File: src/rtl/ad80305_rx_dcoc.sv
// ad80305_rx_dcoc: per-channel block-average DC offset estimation and saturating removal for AD80305 Rx I/Q.
// Optional fs/4 frequency shift after saturation when AD80305_RX_FS4_MIX_EN is defined.
module ad80305_rx_dcoc #(
    parameter int DW       = 12,
    parameter int AVG_LOG2 = 10
) (
    input  logic          i_fpga_clk_125p,
    input  logic          i_fpga_rst_125p,
    input  logic          i_iqdata_fp,
    input  logic [DW-1:0] i_idata,
    input  logic [DW-1:0] i_qdata,
    input  logic          i_dcoc_en,
    input  logic          i_dcoc_freeze,
    output logic          o_iqdata_fp,
    output logic [DW-1:0] o_idata,
    output logic [DW-1:0] o_qdata,
    output logic [DW-1:0] o_dc_i,
    output logic [DW-1:0] o_dc_q,
    output logic          o_dc_valid
);

    localparam int AW = DW + AVG_LOG2;

    typedef enum logic [1:0] {IDLE, ACC, UPDATE, HOLD} state_t;

    state_t              state, state_nxt;
    logic [AW-1:0]       acc_i, acc_q, sum_i, sum_q;
    logic [AVG_LOG2-1:0] cnt;
    logic [DW-1:0]       est_i, est_q;
    logic                accumulate, wrap;
    logic                s1_vld;
    logic [DW:0]         s1_di, s1_dq;
    logic [DW-1:0]       sat_i, sat_q, mix_i, mix_q;

    function automatic logic [DW-1:0] sat(input logic [DW:0] d);
        logic [DW-1:0] r;
        if (d[DW] != d[DW-1])
            r = d[DW] ? {1'b1, {(DW-1){1'b0}}} : {1'b0, {(DW-1){1'b1}}};
        else
            r = d[DW-1:0];
        return r;
    endfunction

    assign sum_i = acc_i + {{AVG_LOG2{i_idata[DW-1]}}, i_idata};
    assign sum_q = acc_q + {{AVG_LOG2{i_qdata[DW-1]}}, i_qdata};

    always_comb begin
        state_nxt  = state;
        accumulate = 1'b0;
        wrap       = 1'b0;
        if (!i_dcoc_en) begin
            state_nxt = IDLE;
        end else begin
            case (state)
                IDLE: if (!i_dcoc_freeze) state_nxt = ACC;
                ACC, UPDATE: begin
                    if (i_dcoc_freeze) begin
                        state_nxt = HOLD;
                    end else begin
                        accumulate = i_iqdata_fp;
                        wrap       = i_iqdata_fp && (cnt == '1);
                        state_nxt  = wrap ? UPDATE : ACC;
                    end
                end
                HOLD: if (!i_dcoc_freeze) state_nxt = ACC;
                default: state_nxt = IDLE;
            endcase
        end
    end

    always_ff @(posedge i_fpga_clk_125p or posedge i_fpga_rst_125p) begin
        if (i_fpga_rst_125p) begin
            state <= IDLE;
            acc_i <= '0;
            acc_q <= '0;
            cnt   <= '0;
            est_i <= '0;
            est_q <= '0;
        end else begin
            state <= state_nxt;
            if (!i_dcoc_en) begin
                acc_i <= '0;
                acc_q <= '0;
                cnt   <= '0;
                est_i <= '0;
                est_q <= '0;
            end else if (i_dcoc_freeze) begin
                // Freezing throws the partial block away so the next one starts clean.
                acc_i <= '0;
                acc_q <= '0;
                cnt   <= '0;
            end else if (wrap) begin
                // Upper bits of the total are the floor-divided mean.
                est_i <= sum_i[AW-1:AVG_LOG2];
                est_q <= sum_q[AW-1:AVG_LOG2];
                acc_i <= '0;
                acc_q <= '0;
                cnt   <= '0;
            end else if (accumulate) begin
                acc_i <= sum_i;
                acc_q <= sum_q;
                cnt   <= cnt + AVG_LOG2'(1);
            end
        end
    end

    assign o_dc_valid = (state == UPDATE);
    assign o_dc_i     = est_i;
    assign o_dc_q     = est_q;

    always_ff @(posedge i_fpga_clk_125p or posedge i_fpga_rst_125p) begin
        if (i_fpga_rst_125p) begin
            s1_vld <= 1'b0;
            s1_di  <= '0;
            s1_dq  <= '0;
        end else begin
            s1_vld <= i_iqdata_fp;
            if (i_iqdata_fp) begin
                s1_di <= {i_idata[DW-1], i_idata} - {est_i[DW-1], est_i};
                s1_dq <= {i_qdata[DW-1], i_qdata} - {est_q[DW-1], est_q};
            end
        end
    end

    assign sat_i = sat(s1_di);
    assign sat_q = sat(s1_dq);

`ifdef AD80305_RX_FS4_MIX_EN
    logic [1:0] ph;
    logic       en_d;

    function automatic logic [DW-1:0] neg_sat(input logic [DW-1:0] x);
        logic [DW-1:0] r;
        if (x == {1'b1, {(DW-1){1'b0}}})
            r = {1'b0, {(DW-1){1'b1}}};
        else
            r = (~x) + DW'(1);
        return r;
    endfunction

    always_ff @(posedge i_fpga_clk_125p or posedge i_fpga_rst_125p) begin
        if (i_fpga_rst_125p) begin
            ph   <= 2'd0;
            en_d <= 1'b0;
        end else begin
            en_d <= i_dcoc_en;
            if (en_d && !i_dcoc_en)
                ph <= 2'd0;
            else if (s1_vld)
                ph <= ph + 2'd1;
        end
    end

    always_comb begin
        mix_i = sat_i;
        mix_q = sat_q;
        case (ph)
            2'd1: begin mix_i = neg_sat(sat_q); mix_q = sat_i;          end
            2'd2: begin mix_i = neg_sat(sat_i); mix_q = neg_sat(sat_q); end
            2'd3: begin mix_i = sat_q;          mix_q = neg_sat(sat_i); end
            default: ;
        endcase
    end
`else
    assign mix_i = sat_i;
    assign mix_q = sat_q;
`endif

    always_ff @(posedge i_fpga_clk_125p or posedge i_fpga_rst_125p) begin
        if (i_fpga_rst_125p) begin
            o_iqdata_fp <= 1'b0;
            o_idata     <= '0;
            o_qdata     <= '0;
        end else begin
            o_iqdata_fp <= s1_vld;
            if (s1_vld) begin
                o_idata <= mix_i;
                o_qdata <= mix_q;
            end
        end
    end

endmodule
File: config.mk
export PLATFORM = sky130hd
export DESIGN_NAME = ad80305_rx_dcoc
export DESIGN_NICKNAME = d
export VERILOG_FILES = /design/src/rtl/ad80305_rx_dcoc.sv
export SDC_FILE = /design/constraint.sdc
export NUM_CORES = 1
export LEC_CHECK = 0
export CORE_MARGIN = 2
export CORE_UTILIZATION = 30
export CTS_CLUSTER_DIAMETER = 30
export DETAILED_ROUTE_END_ITERATION = 7
export SLEW_MARGIN = 0
export SYNTH_ARGS = -nofsm -noshare
export SYNTH_HDL_FRONTEND = slang
export SYNTH_SLANG_ARGS = --single-unit
File: constraint.sdc
create_clock -name i_fpga_clk_125p -period 6.6 [get_ports i_fpga_clk_125p]
set_input_delay 1.32 -clock i_fpga_clk_125p [delete_from_list [all_inputs] [get_ports i_fpga_clk_125p]]
set_output_delay 1.32 -clock i_fpga_clk_125p [all_outputs]
set_load 0.03 [all_outputs]
==> results.toml <==
[grt]
grt_overflow = 0
grt_max_degree = 87
grt_pass1_vias = 6491
antenna_found_initial = 2
grt_pass1_wl_um = 34800
track_usage_pct = 15.1

[timing]
maxSlewViolCount = 0
hold_viol_final = 0
finalCriticalPeriod_ns = 4.06
tightest_slew_ns = 0.835
fin_skew_ns = 0.0137
grt_setup_unrepaired = "no"
whs_ns = 0.476
setup_viol = 0
worst_slack_ns = 2.54
max_freq_mhz = 246
finalCritPeriodShare_pct = 61.5
maxSlewHeadroom_pct = 44.3
final.setup.tns_ns = 0

[synthesis]
yosysTopAreaCellShare_pct = 39.3
synth_edf_count = 0
synth_seq_cells = 132
synthArstFlopShare_pct = 100
synth_area_mm2 = 0.00840
synth_cell_types = 61
synth_ff_type = "dfrtp_1"
yosys_warnings = 0
yosysSeqAreaShare_pct = 39.3
syn-num-nets = 1016
synth.avg_cell_area_um2 = 9.22
synth_top_area_cell = "dfrtp_1"
netlist_instances = 911
yosys-top-cells-area = "dfrtp_1 39%, ha_1 11%, o21ai_0 4.2%, a22o_1 3.3%, nand2_1 3.3%"

[floorplan]
die_area_mm2 = 0.0294
die_height_um = 171
rows = 61
dieWidth_um = 171
coreArea_mm2 = 0.0277
io_pins = 79
start_util_pct = 30.3

[worst_hold_path]
worstHoldStart = "s1_di[7]"
min_path_type = "reg -> reg"

[route]
viasPerCell = 4.92
drc = 0
firstDrtPassIters = 5
via_count = 6780
dr.first_iter.drc_count = 549
antenna_left = 0
post_drt_wl_per_cell_um = 15.6
routed_wl_um = 21600

[setup_path]
crit_slowest_cell = "clkdlybuf4s50_1"
crit_chain = "clkdlybuf4s50_1 > ha_1 > and3_4 > a221o_1 > a21oi_1 > o21ai_2 > a221oi_4 > xnor3_1 > a22o_1"
critPathMaxFanout = 15
crit_path_end_kind = "register"
critical_path.top_delay_family = "compound AO/OA/AOI/OAI gates"
startpoint = "i_idata[11]"
slowest_delay_ns = 0.94
crit_arrival_ns = 4.37
crit_type = "in -> reg"
crit_buf_inv = 1
rr_startpoint = "acc_i[0]"
start_kind = "input port"
cp.required_ns = 6.91

[finish]
syn_to_final_growth_pct = 22.6
regArea_mm2 = 0.00330
multi_input_area_mm2 = 0.00472
final_area_mm2 = 0.0103
drive_gt1_share_pct = 5.70
finish.utilization_pct = 37.2
fillerInstances = 2786
fin_nets = 1093

[pwr]
p_leak_nw = 4.58
vdd_drop_max_v = 0.000172
pwr_density_cell_mw_per_mm2 = 241

[cts]
ctsHoldBuffers = 0
cts_tree = "built"
ctsRootBufferMaster = "clkbuf_16"
cts_resized = 0
clock-sinks = 132
path_clk_slew_ns = 0.06
clock_latency_ns = 0.43
clock_path_buffers = 2
cts_buffers = 17
cts-htree-levels = 4
cts_setup_buffers = 0

[placement]
dpl-instance-area_mm2 = 0.00962
pre_cts_slack_ns = 2.12
gp_congestion = 0.857
hpwl_um = 15800
port_buffers = 78

[status]
status = "completed"

[job]
maxCapViolCount = 0
## state kept, by name, indices dropped and copies added, names as in the netlist
signal       count
acc_i           22
acc_q           22
s1_di           13
s1_dq           13
o_dc_i          12
o_dc_q          12
o_idata         12
o_qdata         12
cnt             10
state            2
o_iqdata_fp      1
s1_vld           1
## metrics by stage
| stage | power [W] | cells |
|---|---|---|
| CTS | 0.00252 | 1378 |
| floorplan | 0.00125 | 911 |
| global placement | 0.00141 | 1347 |
| finish | 0.00249 | 1379 |
| detailed placement | 0.00141 | 1347 |
| global route | 0.00261 | 1378 |
## synthesized netlist by cell type, types with 5 or more instances
cell,n
ha_1,72
nand3_1,39
o211ai_1,7
a21boi_0,6
clkbuf_1,28
xnor2_1,25
o22ai_1,8
o21a_1,17
nand2b_1,32
nor2_1,66
inv_1,72
a211oi_1,14
nor2b_1,9
a31oi_1,9
a21oi_1,44
nand2_1,73
o21bai_1,5
xor2_1,20
nand4_1,7
nand3b_1,6
a22o_1,32
o31ai_1,16
dfrtp_1,132
o21ai_0,70
nor3_1,16
mux2_2,6
a21o_1,19
## worst reg2reg max path: stages (launching register included)
cell	delay, ns
dfrtp_1	0.34
ha_1	0.20
inv_1	0.06
fa_1	0.41
nor2b_1	0.18
o31a_1	0.21
o31ai_2	0.12
o31ai_1	0.64
a21boi_0	0.24
xnor2_1	0.20
a22o_1	0.20
## cell usage in the layout (no fill, tap or decap), drive strengths merged, types with 39 or more instances in the layout
cell type | Yosys | routed
ha | 72 | 72
o21ai | 72 | 72
nor2 | 66 | 66
inv | 72 | 72
clkdlybuf4s50 | 0 | 78
a21oi | 44 | 44
nand2 | 73 | 73
dfrtp | 132 | 132
nand3 | 39 | 39
## metal layers
layer | GRT usage (%) | wire (um) | vias up
li1 | - | - | 3446
met1 | 21.3 | 10900 | 3185
met2 | 23.2 | 9510 | 122
met3 | 2.62 | 791 | 25
met4 | 5.34 | 376 | 2
met5 | 0 | 14 | -
## cell type report
cell class	instances	share of cell area [%]
repair buffers	86	8.17
clock buffers	22	4.61
diodes	1	0.0243
inverters	74	2.75
flip-flops and latches	132	32.1
clock inverters	9	1.93
multi-input cells	677	45.9
well taps	378	4.59
## cell families (layout without fill, tap and decap cells)
family	after synthesis	after routing	synth area share (%)
AO/OA/AOI/OAI	279	279	23.1
AND/OR/NAND/NOR	267	267	15.3
flip-flops	132	132	39.3
buffers and inverters	102	191	4.56
adder cells (fa/ha/maj)	76	76	11.7
XOR/XNOR	46	46	4.96
multiplexers	9	9	1.16
other	0	1	0
## where the power goes
| group | total [W] | switching (W) | internal, W |
|---|---|---|---|
| Sequential | 0.000905 | 0.0000337 | 0.000872 |
| Combinational | 0.000490 | 0.000291 | 0.000199 |
| Clock | 0.00109 | 0.000355 | 0.000736 |
| Total | 0.00249 | 0.000679 | 0.00181 |
## final timing paths
path	endpoint	slack (ns)	cells past startpoint
worst max-delay path	o_dc_i[11]	2.54	9
worst min-delay path	s1_di[7]	0.48	1
worst max register to register	o_dc_i[6]	3.71	10
worst min register to register	s1_di[7]	0.48	1
max in group asynchronous	s1_di[8]	4.08	3
min in group asynchronous	s1_di[2]	1.42	2
Note: power is estimated with default switching activity, not from simulation.
